File: src/rtl/rx_pkt_pkg.sv
// Shared definitions for the UART rx frame decoder: header bytes, FSM
// encoding, word-count limit, INSTR field positions and the LRC step.
package rx_pkt_pkg;

  localparam logic [7:0] HDR_FRAME      = 8'hA5;
  localparam logic [7:0] HDR_RE_TX_RESP = 8'hEE;
  localparam logic [7:0] HDR_RE_TX_REQ  = 8'hCE;

  // INSTR carries the word count in its high nibble, so 15 is the ceiling.
  localparam int MAX_WORDS_LIMIT = 15;

  localparam int INSTR_CNT_MSB = 7;
  localparam int INSTR_CNT_LSB = 4;
  localparam int INSTR_OP_MSB  = 3;
  localparam int INSTR_OP_LSB  = 0;

  typedef enum logic [2:0] {
    ST_IDLE      = 3'd0,
    ST_GET_INSTR = 3'd1,
    ST_GET_DATA  = 3'd2,
    ST_GET_LRC   = 3'd3,
    ST_CHECK     = 3'd4
  } state_t;

  // LRC is a plain XOR over the data bytes.
  function automatic logic [7:0] lrc_next(input logic [7:0] acc, input logic [7:0] b);
    return acc ^ b;
  endfunction

endpackage

File: src/rtl/rx_packet_decoder_if.sv
// Word output stream of the frame decoder.
// Handshake: a word moves on every rising clock edge where o_Word_Valid and
// i_Word_Ready are both high; while o_Word_Valid is high and i_Word_Ready is
// low, o_Word and o_Word_Last hold steady; i_Word_Ready is ignored while
// o_Word_Valid is low.
interface rx_packet_decoder_if #(
  parameter int W = 16
);
  logic         o_Word_Valid;
  logic         i_Word_Ready;
  logic [W-1:0] o_Word;
  logic         o_Word_Last;

  modport master (
    output o_Word_Valid,
    output o_Word,
    output o_Word_Last,
    input  i_Word_Ready
  );

  modport slave (
    input  o_Word_Valid,
    input  o_Word,
    input  o_Word_Last,
    output i_Word_Ready
  );
endinterface

File: src/rtl/rx_packet_decoder_word_stage.sv
// Staging RAM for one frame: byte-lane writes from the parser, asynchronous
// indexed read for the output stream.
module rx_word_stage #(
  parameter int BPW   = 2,
  parameter int DEPTH = 15,
  parameter int AW    = (DEPTH > 1) ? $clog2(DEPTH) : 1,
  parameter int LW    = (BPW > 1) ? $clog2(BPW) : 1
) (
  input  logic                 i_Clock,
  input  logic                 wr_en,
  input  logic [AW-1:0]        wr_addr,
  input  logic [LW-1:0]        wr_lane,
  input  logic [7:0]           wr_byte,
  input  logic [AW-1:0]        rd_addr,
  output logic [8*BPW-1:0]     rd_word
);

  logic [8*BPW-1:0] mem [0:(2**AW)-1];

  // Write a single byte lane of the addressed word.
  always_ff @(posedge i_Clock) begin
    if (wr_en) begin
      for (int l = 0; l < BPW; l++) begin
        if (wr_lane == LW'(l)) begin
          mem[wr_addr][l*8 +: 8] <= wr_byte;
        end
      end
    end
  end

  assign rd_word = mem[rd_addr];

endmodule

File: src/rtl/rx_packet_decoder.sv
// UART rx frame decoder: parses {HDR, INSTR, data, LRC}, stages the data
// words and releases them on a valid/ready stream once the LRC checks out.
// Optional build macro RX_TIMEOUT_EN adds an inter-byte timeout.
module rx_packet_decoder
  import rx_pkt_pkg::*;
#(
  parameter int         BYTES_PER_WORD = 2,
  parameter int         MAX_WORDS      = 15,
  parameter logic [7:0] RX_FRAME_HDR   = HDR_FRAME,
  parameter logic [7:0] RE_TX_RESP_HDR = HDR_RE_TX_RESP,
  parameter int         TIMEOUT_CLKS   = 4340
) (
  input  logic                       i_Clock,
  input  logic                       i_Reset,
  input  logic                       i_Rx_Valid,
  input  logic [7:0]                 i_Rx_Byte,
  rx_packet_decoder_if.master        word_if,
  output logic [3:0]                 o_Word_Cnt,
  output logic [3:0]                 o_Opcode,
  output logic                       o_Frame_Done,
  output logic                       o_Send_Re_Tx,
  output logic                       o_Re_Tx_Resp,
  output logic                       o_Overrun,
  output state_t                     o_Fsm_State
);

  localparam int W  = 8 * BYTES_PER_WORD;
  localparam int AW = (MAX_WORDS > 1) ? $clog2(MAX_WORDS) : 1;
  localparam int LW = (BYTES_PER_WORD > 1) ? $clog2(BYTES_PER_WORD) : 1;

  state_t        state_q, state_d;
  logic [3:0]    cnt_q, cnt_d;
  logic [3:0]    op_q, op_d;
  logic [AW-1:0] widx_q, widx_d;
  logic [LW-1:0] lane_q, lane_d;
  logic [7:0]    lrc_q, lrc_d;
  logic [7:0]    lrc_rx_q, lrc_rx_d;

  logic          wr_en;
  logic          commit;
  logic          idle_in;
  logic          done_d, retx_d, resp_d, ovr_d;
  logic          timeout_hit;

  logic          rd_full_q;
  logic [AW-1:0] rd_ptr_q;
  logic [W-1:0]  rd_word;
  logic          rd_last;

  rx_word_stage #(
    .BPW   (BYTES_PER_WORD),
    .DEPTH (MAX_WORDS),
    .AW    (AW),
    .LW    (LW)
  ) u_stage (
    .i_Clock (i_Clock),
    .wr_en   (wr_en),
    .wr_addr (widx_q),
    .wr_lane (lane_q),
    .wr_byte (i_Rx_Byte),
    .rd_addr (rd_ptr_q),
    .rd_word (rd_word)
  );

`ifdef RX_TIMEOUT_EN
  localparam int TW = $clog2(TIMEOUT_CLKS + 1);
  logic [TW-1:0] tmo_q;

  // Clocks since the last received byte, saturating at the limit.
  always_ff @(posedge i_Clock) begin
    if (i_Reset || i_Rx_Valid) begin
      tmo_q <= '0;
    end else if (tmo_q != TW'(TIMEOUT_CLKS)) begin
      tmo_q <= tmo_q + TW'(1);
    end
  end

  assign timeout_hit = (tmo_q == TW'(TIMEOUT_CLKS));
`else
  assign timeout_hit = 1'b0;
`endif

  // Parser next-state, staging writes and pulse requests.
  always_comb begin
    state_d  = state_q;
    cnt_d    = cnt_q;
    op_d     = op_q;
    widx_d   = widx_q;
    lane_d   = lane_q;
    lrc_d    = lrc_q;
    lrc_rx_d = lrc_rx_q;
    wr_en    = 1'b0;
    commit   = 1'b0;
    idle_in  = 1'b0;
    done_d   = 1'b0;
    retx_d   = 1'b0;
    resp_d   = 1'b0;
    ovr_d    = 1'b0;

    case (state_q)
      ST_IDLE: idle_in = 1'b1;

      ST_GET_INSTR: begin
        if (i_Rx_Valid) begin
          cnt_d  = i_Rx_Byte[INSTR_CNT_MSB:INSTR_CNT_LSB];
          op_d   = i_Rx_Byte[INSTR_OP_MSB:INSTR_OP_LSB];
          widx_d = '0;
          lane_d = '0;
          lrc_d  = 8'h00;
          if (i_Rx_Byte[INSTR_CNT_MSB:INSTR_CNT_LSB] > 4'(MAX_WORDS)) begin
            retx_d  = 1'b1;
            state_d = ST_IDLE;
          end else if (i_Rx_Byte[INSTR_CNT_MSB:INSTR_CNT_LSB] == 4'd0) begin
            state_d = ST_GET_LRC;
          end else begin
            state_d = ST_GET_DATA;
          end
        end
      end

      ST_GET_DATA: begin
        if (i_Rx_Valid) begin
          wr_en = 1'b1;
          lrc_d = lrc_next(lrc_q, i_Rx_Byte);
          if (lane_q == LW'(BYTES_PER_WORD - 1)) begin
            lane_d = '0;
            if (4'(widx_q) == cnt_q - 4'd1) begin
              state_d = ST_GET_LRC;
            end else begin
              widx_d = widx_q + AW'(1);
            end
          end else begin
            lane_d = lane_q + LW'(1);
          end
        end
      end

      ST_GET_LRC: begin
        if (i_Rx_Valid) begin
          lrc_rx_d = i_Rx_Byte;
          state_d  = ST_CHECK;
        end
      end

      ST_CHECK: begin
        state_d = ST_IDLE;
        idle_in = 1'b1;
        if (lrc_rx_q == lrc_q) begin
          commit = 1'b1;
          done_d = 1'b1;
        end else begin
          retx_d = 1'b1;
        end
      end

      default: state_d = ST_IDLE;
    endcase

    if (timeout_hit && !i_Rx_Valid &&
        (state_q == ST_GET_INSTR || state_q == ST_GET_DATA || state_q == ST_GET_LRC)) begin
      retx_d  = 1'b1;
      state_d = ST_IDLE;
    end

    // A byte landing in CHECK is treated as IDLE input; a commit of a
    // non-empty frame in that same cycle already owns the read side.
    if (idle_in && i_Rx_Valid) begin
      if (i_Rx_Byte == RX_FRAME_HDR) begin
        if (rd_full_q || (commit && cnt_q != 4'd0)) begin
          ovr_d = 1'b1;
        end else begin
          state_d = ST_GET_INSTR;
        end
      end else if (i_Rx_Byte == RE_TX_RESP_HDR) begin
        resp_d = 1'b1;
      end else begin
        retx_d = 1'b1;
      end
    end
  end

  // Parser registers and registered pulse outputs.
  always_ff @(posedge i_Clock) begin
    if (i_Reset) begin
      state_q      <= ST_IDLE;
      cnt_q        <= '0;
      op_q         <= '0;
      widx_q       <= '0;
      lane_q       <= '0;
      lrc_q        <= '0;
      lrc_rx_q     <= '0;
      o_Frame_Done <= 1'b0;
      o_Send_Re_Tx <= 1'b0;
      o_Re_Tx_Resp <= 1'b0;
      o_Overrun    <= 1'b0;
    end else begin
      state_q      <= state_d;
      cnt_q        <= cnt_d;
      op_q         <= op_d;
      widx_q       <= widx_d;
      lane_q       <= lane_d;
      lrc_q        <= lrc_d;
      lrc_rx_q     <= lrc_rx_d;
      o_Frame_Done <= done_d;
      o_Send_Re_Tx <= retx_d;
      o_Re_Tx_Resp <= resp_d;
      o_Overrun    <= ovr_d;
    end
  end

  // Read side: committed frame info, read pointer and full flag.
  always_ff @(posedge i_Clock) begin
    if (i_Reset) begin
      rd_full_q  <= 1'b0;
      rd_ptr_q   <= '0;
      o_Word_Cnt <= '0;
      o_Opcode   <= '0;
    end else if (commit) begin
      o_Word_Cnt <= cnt_q;
      o_Opcode   <= op_q;
      rd_ptr_q   <= '0;
      rd_full_q  <= (cnt_q != 4'd0);
    end else if (rd_full_q && word_if.i_Word_Ready) begin
      if (rd_last) begin
        rd_full_q <= 1'b0;
        rd_ptr_q  <= '0;
      end else begin
        rd_ptr_q  <= rd_ptr_q + AW'(1);
      end
    end
  end

  assign rd_last              = (4'(rd_ptr_q) == o_Word_Cnt - 4'd1);
  assign word_if.o_Word_Valid = rd_full_q;
  assign word_if.o_Word       = rd_full_q ? rd_word : '0;
  assign word_if.o_Word_Last  = rd_full_q && rd_last;
  assign o_Fsm_State          = state_q;

endmodule

File: src/flat_wrapper.sv
// flat-port wrapper written by rule: the top's interface ports become plain ports
module rx_packet_decoder_flat import rx_pkt_pkg::*;
#(
  parameter int         BYTES_PER_WORD = 2,
  parameter int         MAX_WORDS      = 15,
  parameter logic [7:0] RX_FRAME_HDR   = HDR_FRAME,
  parameter logic [7:0] RE_TX_RESP_HDR = HDR_RE_TX_RESP,
  parameter int         TIMEOUT_CLKS   = 4340
)
  (i_Clock, i_Reset, i_Rx_Valid, i_Rx_Byte, o_Word_Cnt, o_Opcode, o_Frame_Done, o_Send_Re_Tx, o_Re_Tx_Resp, o_Overrun, o_Fsm_State, word_if_o_Word_Valid, word_if_o_Word, word_if_o_Word_Last, word_if_i_Word_Ready);
  rx_packet_decoder_if #(.W((16))) word_if_i ();
  input  logic i_Clock;
  input  logic i_Reset;
  input  logic i_Rx_Valid;
  input  logic [7:0] i_Rx_Byte;
  output logic [3:0] o_Word_Cnt;
  output logic [3:0] o_Opcode;
  output logic o_Frame_Done;
  output logic o_Send_Re_Tx;
  output logic o_Re_Tx_Resp;
  output logic o_Overrun;
  output state_t o_Fsm_State;
  output wire logic [$bits(word_if_i.o_Word_Valid)-1:0] word_if_o_Word_Valid;
  output wire logic [$bits(word_if_i.o_Word)-1:0] word_if_o_Word;
  output wire logic [$bits(word_if_i.o_Word_Last)-1:0] word_if_o_Word_Last;
  input wire logic [$bits(word_if_i.i_Word_Ready)-1:0] word_if_i_Word_Ready;
  assign word_if_o_Word_Valid = word_if_i.o_Word_Valid;
  assign word_if_o_Word = word_if_i.o_Word;
  assign word_if_o_Word_Last = word_if_i.o_Word_Last;
  assign word_if_i.i_Word_Ready = word_if_i_Word_Ready;
  rx_packet_decoder #(.BYTES_PER_WORD(BYTES_PER_WORD), .MAX_WORDS(MAX_WORDS), .RX_FRAME_HDR(RX_FRAME_HDR), .RE_TX_RESP_HDR(RE_TX_RESP_HDR), .TIMEOUT_CLKS(TIMEOUT_CLKS)) u_core (.i_Clock(i_Clock), .i_Reset(i_Reset), .i_Rx_Valid(i_Rx_Valid), .i_Rx_Byte(i_Rx_Byte), .word_if(word_if_i), .o_Word_Cnt(o_Word_Cnt), .o_Opcode(o_Opcode), .o_Frame_Done(o_Frame_Done), .o_Send_Re_Tx(o_Send_Re_Tx), .o_Re_Tx_Resp(o_Re_Tx_Resp), .o_Overrun(o_Overrun), .o_Fsm_State(o_Fsm_State));
endmodule
File: config.mk
export PLATFORM = sky130hd
export DESIGN_NAME = rx_packet_decoder_flat
export DESIGN_NICKNAME = d
export VERILOG_FILES = /design/src/rtl/rx_pkt_pkg.sv /design/src/rtl/rx_packet_decoder_if.sv /design/src/rtl/rx_packet_decoder_word_stage.sv /design/src/rtl/rx_packet_decoder.sv /design/src/flat_wrapper.sv
export SDC_FILE = /design/constraint.sdc
export NUM_CORES = 1
export LEC_CHECK = 0
export ABC_AREA = 1
export BUFFER_PORTS_ARGS = -buffer_cell sky130_fd_sc_hd__buf_4
export CAP_MARGIN = 20
export CORE_MARGIN = 3
export CORE_UTILIZATION = 45
export CTS_BUF_LIST = sky130_fd_sc_hd__clkbuf_2 sky130_fd_sc_hd__clkbuf_4 sky130_fd_sc_hd__clkbuf_8
export DETAILED_ROUTE_END_ITERATION = 10
export PLACE_DENSITY = 0.69
export SYNTH_ARGS = -nofsm -noshare
export SYNTH_HDL_FRONTEND = slang
export SYNTH_SLANG_ARGS = --single-unit
File: constraint.sdc
create_clock -name i_Clock -period 2 [get_ports i_Clock]
set_clock_uncertainty 0.2 [all_clocks]
set_input_delay 0.6 -clock i_Clock [delete_from_list [all_inputs] [get_ports i_Clock]]
set_output_delay 0.6 -clock i_Clock [all_outputs]
set_load 0.01 [all_outputs]
==> flow_summary.yaml, run 1 <==
die:
  fp.coreArea_sq_um: 27400
  initial_core_util_pct: 46.5
  die_y_um: 174
  io_pins: 45
  die_w_um: 174
  row_count: 60
  die_area_sq_um: 30400
final_layout:
  postLayoutCoreUtil_pct: 57.5
  multi_input_area_sq_um: 3560
  instances_no_fill: 1708
  seq_area_sq_um: 8770
  fin_area_sq_um: 15800
  n_antenna_cell: 0
  fin_nets: 1319
  area_delta_synth_final_pct: 23.7
  drive_gt1_share_pct: 24.2
  final.fill_count: 2185
run_status:
  status: "finished, violations left"
  violations: "setup timing"
drt:
  routed_wl_mm: 33.1
  first_pass_iters: 5
  drcViolationCount: 0
  drt-vias-per-instance: 5.48
  num_vias: 9352
  wl_per_cell_um: 19.4
  drt_iter0_markers: 833
  drtAntennaViolNets: 0
yosys:
  syn_area_sq_um: 12700
  syn_nets: 1149
  syn_avg_cell_area_sq_um: 11.3
  yosysSeqAreaShare_pct: 68.6
  synth_cell_types: 35
  ys_warn_count: 0
  ys_ff_latch: 309
  synthCells: 1130
clock_tree:
  htreeDepth: 2
  cts_tree: "built"
  hold_buffers: 0
  clk_pin_slew_worst_paths_ns: 0.06
  clk_latency_ns: 0.57
  clkSinkCount: 309
  cts-buffers-inserted: 49
  cts_max_path_buffers: 3
  root_buffer: "clkbuf_8"
timing:
  slew-limit-headroom_pct: 71.4
  max_freq_mhz: 340
  worst_slew_pin_slew_ns: 0.429
  fin_tns_setup_ns: -14.69
  holdWs_ns: 0.113
  maxSlewViolCount: 0
  hold_viol_final: 0
  setup_viol: 17
  setup_ws_ns: -0.938
  rsz0062_at_grt: "yes"
  period_minus_slack_ns: 2.94
  timing.final.crit_share_pct: 147
worst_setup_path:
  critPathMaxStageDelay_ns: 0.43
  crit_chain: "buf_12, buf_4, o21ai_0, o211ai_1, o211ai_1, a21oi_2, buf_4"
  critPathTopFamily: "compound AO/OA/AOI/OAI gates"
  path_max_fanout: 12
  critical_path_required_ns: 1.20
  worstSetupEndpointType: "output pin"
  critPathSlowestCell: "dfxtp_4"
  critPathBufInv: 3
  path_class: "reg -> out"
  cp-start-kind: "flip-flop"
  cp.arrival_ns: 2.14
placement:
  dpl_cell_area_sq_um: 14400
  post-place-ws_ns: -0.372
  gp_congestion: 0.813
  placed_cells: 1612
  port_buffers: 44
  hpwlAfterDp_mm: 21.0
global_route:
  antenna_found_initial: 0
  grt_overflow: 0
  track_usage_pct: 21.2
  grt_max_degree: 49
  first_global_vias: 8886
  grt_pass1_wl_mm: 50.2
pwr:
  ir_drop_mv: 0.677
  design_power_total_mw: 12.3
  powerDensity_nw_per_um2: 783
  p_leak_nw: 5.67
hold_path:
  min_path_type: "in -> reg"
flow_run:
  max_cap_violations: 0
worst reg2reg max path, stage by stage, from the launching register on:
cell     delay [ns]
dfxtp_2        0.35
inv_1          0.11
nand3_2        0.17
inv_2          0.13
nand2_1        0.10
buf_12         0.16
nor2_2         0.16
buf_4          0.20
power breakdown:
group          internal, mW  switching (mW)  total, mW
clock network          2.80            2.40       5.20
registers              6.96        0.000562       6.96
logic                0.0446           0.143      0.188
logic make-up (layout without fill, tap and decap cells):
| family | count (synthesis) | after routing | share of synthesized area [%] |
|---|---|---|---|
| AOI/OAI and AO/OA | 295 | 295 | 13.0 |
| xor gates and xnor gates | 5 | 5 | 0.344 |
| adders and majority gates | 7 | 7 | 0.687 |
| buffers and inverters | 120 | 326 | 4.50 |
| DFF | 309 | 309 | 68.6 |
| and+or+nand+nor | 394 | 394 | 12.8 |
flip-flops by register name (all words and copies together), names as in the netlist, 3 cells and up, named ones only:
| name | cells |
|---|---|
| u_core.lrc_rx_q | 8 |
| u_core.o_Word_Cnt | 4 |
| u_core.op_q | 4 |
| u_core.rd_ptr_q | 4 |
| u_core.u_stage.mem | 256 |
| u_core.cnt_q | 4 |
| u_core.lrc_q | 8 |
| u_core.widx_q | 4 |
| u_core.o_Fsm_State | 3 |
| u_core.o_Opcode | 4 |
placed cells by master (no fill, tap or decap), types with 12 or more instances in the layout:
master / count
clkbuf_8: 49
o21ai_1: 44
edfxtp_1: 256
inv_1: 51
nand3_1: 44
o21ai_0: 129
nor2_2: 12
dfxtp_1: 43
buf_12: 18
nand2_1: 80
clkbuf_4: 20
buf_4: 132
a21oi_1: 34
buf_6: 21
nor2_1: 228
a21oi_2: 16
o221ai_1: 12
o211ai_1: 51
path summary, 6_finish.rpt:
check / start / endpoint / slack (ns) / cells after the start
max: flip-flop / word_if_o_Word[15] / -0.94 / 7
min: i_Reset / u_core.o_Fsm_State[0]$_SDFF_PP0_ / 0.11 / 2
max reg2reg: u_core.o_Fsm_State[2]$_SDFF_PP0_ / u_core.u_stage.mem[4][11]$_DFFE_PP_ / 0.13 / 7
min reg2reg: u_core.op_q[0]$_SDFFE_PP0P_ / u_core.o_Opcode[0]$_SDFFE_PP0P_ / 0.25 / 2
layer usage:
layer  vias up  share of wire (%)  global-route usage (%)
li1       4390                  -                       -
met1      4499                 42                    29.9
met2       407                 46                    32.8
met3        56                8.8                    4.28
met4         0                3.2                    7.64
met5         -                  0                       0
Yosys cell counts (all sizes together):
cell type,n,area share (%)
xor2,5,0.34
o21ai,176,6.9
a21boi,1,0.059
nand2,86,2.7
nor3b,2,0.12
buf,39,2.1
nand3,46,1.8
nand3b,1,0.059
a21oi,50,2.0
clkinv,2,0.059
clkbuf,21,0.66
inv,58,1.7
nand4,7,0.34
o211ai,51,3.0
dfxtp,53,8.3
o22ai,4,0.20
ha,7,0.69
nor2,243,7.4
and2,1,0.049
edfxtp,256,60
nor3,8,0.31
o221ai,13,0.89
what timing repair did:
item / CTS / global route
gates cloned: 2 / 4
endpoints found under the hold margin: 0 / 0
gates resized for setup: 35 / 58
pin swaps: 9 / 18
setup buffers: 3 / 7
setup endpoints to repair: 20 / 159
cell type report:
class / count / area share (%)
flip-flops and latches: 309 / 55.6
well taps: 372 / 2.95
clock buffers: 69 / 5.23
repair buffers: 179 / 11.4
clock inverters: 18 / 0.778
inverters: 60 / 1.52
multi-input cells: 701 / 22.6
(Power assumes the default switching activity.)
==> inputs of run 2 (changes only) <==
--- a/config.mk
+++ b/config.mk
@@ -13,6 +13,7 @@
 export CTS_BUF_LIST = sky130_fd_sc_hd__clkbuf_2 sky130_fd_sc_hd__clkbuf_4 sky130_fd_sc_hd__clkbuf_8
 export DETAILED_ROUTE_END_ITERATION = 10
 export PLACE_DENSITY = 0.69
+export SKIP_LAST_GASP = 1
 export SYNTH_ARGS = -nofsm -noshare
 export SYNTH_HDL_FRONTEND = slang
 export SYNTH_SLANG_ARGS = --single-unit
==> flow_summary.yaml, run 2 (same netlist as run 1, synthesis figures left out) <==
hold_path:
  min_from: "i_Reset"
  min_path_type: "in -> reg"
  hold_depth: 2
  whs_endpoint: "u_core.o_Fsm_State[0]$_SDFF_PP0_"
final_layout:
  n_antenna_cell: 0
  layout.cells.most_common: "edfxtp_1"
  fin_area_sq_um: 15800
  fin_nets: 1323
  instances_no_fill: 1712
  largest_register: "u_core.u_stage.mem"
  drive_gt1_share_pct: 23.9
  reg_top3: "u_core.u_stage.mem x256, u_core.lrc_q x8, u_core.lrc_rx_q x8"
  area_delta_synth_final_pct: 24.0
  largest_reg_flops: 256
  final_cell_mix: "edfxtp_1 (256), nor2_1 (232), o21ai_0 (145)"
pwr:
  ir_drop_mv: 0.678
  design_power_total_mw: 12.3
  powerDensity_nw_per_um2: 781
  p_leak_nw: 5.70
timing:
  hold_viol_final: 0
  max_freq_mhz: 339
  slew-limit-headroom_pct: 71.5
  setup_ws_ns: -0.949
  setup_viol: 18
  rsz0062_at_grt: "yes"
  maxSlewViolCount: 0
  period_minus_slack_ns: 2.95
  timing.final.crit_share_pct: 147
  worst_slew_pin_slew_ns: 0.427
worst_setup_path:
  rrSetupSlack_ns: 0.12
  timing.rr.end: "u_core.u_stage.mem[4][11]$_DFFE_PP_"
  cp-start-kind: "flip-flop"
  cp.arrival_ns: 2.15
  worstSetupEndpointType: "output pin"
  path_class: "reg -> out"
  r2r_cells: 7
  path_max_fanout: 10
  critical_path_required_ns: 1.20
  r2r-start: "u_core.o_Fsm_State[2]$_SDFF_PP0_"
drt:
  wl_per_cell_um: 19.6
  drt_iter0_markers: 899
  drt-vias-per-instance: 5.52
  first_pass_iters: 5
  num_vias: 9443
  routed_wl_mm: 33.6
  drcViolationCount: 0
  drtAntennaViolNets: 0
clock_tree:
  root_buffer: "clkbuf_8"
  clkSinkCount: 309
  cts_max_path_buffers: 3
  cts_tree: "built"
  clk_pin_slew_worst_paths_ns: 0.06
  hold_buffers: 0
  htreeDepth: 2
  clk_latency_ns: 0.57
  cts-buffers-inserted: 49
placement:
  gp_congestion: 0.813
  hpwlAfterDp_mm: 21.0
  dpl_cell_area_sq_um: 14400
  placed_cells: 1612
  port_buffers: 44
  post-place-ws_ns: -0.372
flow_run:
  max_cap_violations: 0
die:
  die_y_um: 174
  row_count: 60
  initial_core_util_pct: 46.5
  fp.coreArea_sq_um: 27400
  io_pins: 45
  die_area_sq_um: 30400
  die_w_um: 174
global_route:
  first_global_vias: 8888
  grt_overflow: 0
  track_usage_pct: 21.1
  antenna_found_initial: 0
  grt_pass1_wl_mm: 50.1
  grt_max_degree: 49
run_status:
  violations: "setup timing"
  status: "finished, violations left"
-- run 2: cell type report --
class	count	area [sq um]
clock buffer	69	825
timing repair buffer	183	1840
multi-input combinational	701	3540
fill	2166	11600
inverter	60	243
sequential	309	8770
tap	372	465
clock inverter	18	123
-- run 2: per-layer routing --
layer / routed length, um / vias to the layer above / GRT usage [%]
met5: 0 / - / 0
met2: 15700 / 447 / 32.7
met4: 982 / 0 / 7.64
li1: - / 4402 / -
met3: 3000 / 57 / 4.26
met1: 14000 / 4537 / 29.9
-- run 2: metrics by stage --
stage	hold slack [ns]	util (%)	setup TNS (ns)
2_1_floorplan	0.214	-	-8.63
3_3_place_gp	0.240	52.7	-5.23
3_5_place_dp	0.233	52.7	-5.84
4_1_cts	0.0820	56.6	-15.66
5_1_grt	0.0957	57.7	-17.20
6_report	0.115	57.7	-15.17
-- run 2: power breakdown --
| part | internal [mW] | total [mW] | switching [mW] | leakage (nW) |
|---|---|---|---|---|
| logic | 0.0446 | 0.188 | 0.143 | 2.46 |
| registers | 6.96 | 6.96 | 0.000564 | 2.73 |
| clock network | 2.80 | 5.20 | 2.40 | 0.504 |
-- run 2: worst max-delay path by stage --
| stage | to | slack, ns | cells after the start |
|---|---|---|---|
| 2_1_floorplan | u_core.u_stage.mem[5][0]$_DFFE_PP_ | -0.1 | 5 |
| 3_3_place_gp | word_if_o_Word[7] | -0.33 | 8 |
| 3_5_place_dp | word_if_o_Word[6] | -0.37 | 8 |
| 4_1_cts | word_if_o_Word[15] | -0.97 | 8 |
| 5_1_grt | word_if_o_Word[7] | -1.04 | 8 |
| 6_report | word_if_o_Word[6] | -0.95 | 8 |
-- run 2: timing repair --
action	4_1_cts	5_1_grt
cloned	2	7
pin swaps	9	22
endpoints found under the setup margin	20	159
endpoints found under the hold margin	0	0
resized for setup	22	39
setup buffers	3	7
-- run 2: worst max-delay path, stage by stage, from the launching register on --
cell	delay, ns
dfxtp_4	0.44
clkinv_8	0.14
buf_12	0.18
buf_4	0.16
o21ai_0	0.17
o221ai_1	0.16
nand3_1	0.12
a21oi_2	0.07
buf_4	0.15
==> inputs of run 3 (changes only) <==
--- a/config.mk
+++ b/config.mk
@@ -12,7 +12,7 @@
 export CORE_UTILIZATION = 45
 export CTS_BUF_LIST = sky130_fd_sc_hd__clkbuf_2 sky130_fd_sc_hd__clkbuf_4 sky130_fd_sc_hd__clkbuf_8
 export DETAILED_ROUTE_END_ITERATION = 10
-export PLACE_DENSITY = 0.69
+export PLACE_DENSITY = 0.67
 export SKIP_LAST_GASP = 1
 export SYNTH_ARGS = -nofsm -noshare
 export SYNTH_HDL_FRONTEND = slang
==> constraint.sdc (replaced) <==
create_clock -name i_Clock -period 3.1 [get_ports i_Clock]
set_clock_uncertainty 0.2 [all_clocks]
set_input_delay 0.93 -clock i_Clock [delete_from_list [all_inputs] [get_ports i_Clock]]
set_output_delay 0.93 -clock i_Clock [all_outputs]
set_load 0.01 [all_outputs]
==> flow_summary.yaml, run 3 (same netlist as run 1, synthesis figures left out) <==
run_status:
  status: "finished, violations left"
  violations: "setup timing"
clock_tree:
  clk_latency_ns: 0.56
  cts-buffers-inserted: 49
  htreeDepth: 2
  cts_tree: "built"
  cts_max_path_buffers: 3
  clkSinkCount: 309
  root_buffer: "clkbuf_8"
  clk_pin_slew_worst_paths_ns: 0.07
placement:
  hpwlAfterDp_mm: 19.7
  post-place-ws_ns: 0.256
  placed_cells: 1547
  port_buffers: 44
  dpl_cell_area_sq_um: 13700
  gp_congestion: 0.843
flow_run:
  max_cap_violations: 0
final_layout:
  reg_top3: "u_core.u_stage.mem x256, u_core.lrc_q x8, u_core.lrc_rx_q x8"
  final.fill_count: 2292
  fin_nets: 1254
  multi_input_area_sq_um: 3500
  largest_register: "u_core.u_stage.mem"
  largest_reg_flops: 256
  instances_no_fill: 1645
  drive_gt1_share_pct: 18.0
  postLayoutCoreUtil_pct: 55.2
  fin_area_sq_um: 15100
  layout.cells.most_common: "edfxtp_1"
  final_cell_mix: "edfxtp_1 (256), nor2_1 (235), o21ai_0 (139)"
  area_delta_synth_final_pct: 18.8
  n_antenna_cell: 0
  seq_area_sq_um: 8760
timing:
  hold_viol_final: 0
  fin_tns_setup_ns: -2.78
  holdWs_ns: 0.240
  setup_ws_ns: -0.228
  slew-limit-headroom_pct: 62.4
  timing.final.crit_share_pct: 107
  rsz0062_at_grt: "yes"
  worst_slew_pin_slew_ns: 0.563
  setup_viol: 17
  max_freq_mhz: 300
  period_minus_slack_ns: 3.33
  maxSlewViolCount: 0
hold_path:
  whs_endpoint: "u_core.o_Opcode[2]$_SDFFE_PP0P_"
  min_from: "u_core.op_q[2]$_SDFFE_PP0P_"
  min_path_type: "reg -> reg"
  hold_depth: 2
worst_setup_path:
  rrSetupSlack_ns: 1.01
  critPathMaxStageDelay_ns: 0.41
  timing.rr.end: "u_core.u_stage.mem[6][0]$_DFFE_PP_"
  path_class: "reg -> out"
  worstSetupEndpointType: "output pin"
  r2r-start: "u_core.o_Fsm_State[2]$_SDFF_PP0_"
  cp-start-kind: "flip-flop"
  cp.arrival_ns: 2.20
  critPathSlowestCell: "dfxtp_4"
  critPathBufInv: 3
  critPathTopFamily: "compound AO/OA/AOI/OAI gates"
  crit_chain: "buf_4, clkbuf_16, nor2_1, nor2_1, o21ai_0, o21ai_1, o211ai_1, a21oi_2, buf_4"
  path_max_fanout: 16
  r2r_cells: 6
  critical_path_required_ns: 1.97
drt:
  wl_per_cell_um: 20.1
  drt_iter0_markers: 948
  routed_wl_mm: 33.0
  num_vias: 9170
  first_pass_iters: 5
  drt-vias-per-instance: 5.57
  drtAntennaViolNets: 0
  drcViolationCount: 0
global_route:
  first_global_vias: 9031
  grt_overflow: 0
  grt_pass1_wl_mm: 51.6
  grt_max_degree: 47
  track_usage_pct: 21.6
  antenna_found_initial: 1
die:
  die_area_sq_um: 30400
  fp.coreArea_sq_um: 27400
  initial_core_util_pct: 46.5
  io_pins: 45
  die_y_um: 174
  die_w_um: 174
  row_count: 60
pwr:
  ir_drop_mv: 0.313
  powerDensity_nw_per_um2: 539
  design_power_total_mw: 8.16
  p_leak_nw: 5.31
## run 3: changes by cell type in the layout (fill, tap and decap cells not counted), moves of 8 or more
cell | previous run | this run
buf_4 | 139 | 92
buf_12 | 19 | 6
buf_6 | 16 | 3
a21oi_1 | 34 | 43
a21oi_2 | 16 | 7
clkinv_1 | 7 | 16
clkbuf_4 | 20 | 12
## run 3: cell type report
| class | count | share of cell area, % |
|---|---|---|
| Sequential cell | 309 | 57.9 |
| Multi-Input combinational cell | 701 | 23.2 |
| Timing Repair Buffer | 114 | 7.66 |
| Clock buffer | 63 | 5.23 |
| Tap cell | 372 | 3.07 |
| Inverter | 60 | 1.59 |
| Clock inverter | 26 | 1.44 |
## run 3: layer usage
metal	track usage, %	vias to the layer above	wire length (um)
li1	-	4245	-
met1	31.4	4407	14100
met2	33.3	446	15100
met3	3.78	70	3030
met4	7.00	2	789
met5	0	-	11
## run 3: repair_timing
action | CTS | global route
cloned | 6 | 2
setup buffers | 2 | 1
pin swaps | 24 | 8
gates resized for setup | 56 | 12
setup endpoints to repair | 17 | 17
hold buffers | 0 | 0
hold endpoints to repair | 0 | 0
## run 3: worst register-to-register path, cell delays in order (launching register included)
cell	delay (ns)
dfxtp_1	0.37
inv_1	0.11
nand3_2	0.16
nor2_1	0.27
nand2_2	0.27
nor2_1	0.17
buf_4	0.23
## run 3: worst max path at each step
stage                     endpoint  slack [ns]  cells past startpoint
3_5_place_dp    word_if_o_Word[12]        0.26                      7
4_1_cts         word_if_o_Word[12]       -0.23                      7
5_1_grt          word_if_o_Word[8]       -0.32                      9
2_1_floorplan  word_if_o_Word_Last        0.65                      7
6_report         word_if_o_Word[8]       -0.23                      9
3_3_place_gp    word_if_o_Word[12]        0.27                      7
## run 3: where the power goes
group	leakage, nW	switching [mW]	total (mW)	internal [mW]
clock	0.524	1.55	3.55	2.00
sequential	2.73	0.000375	4.49	4.49
combinational	2.06	0.0945	0.116	0.0213
total	5.31	1.64	8.16	6.51
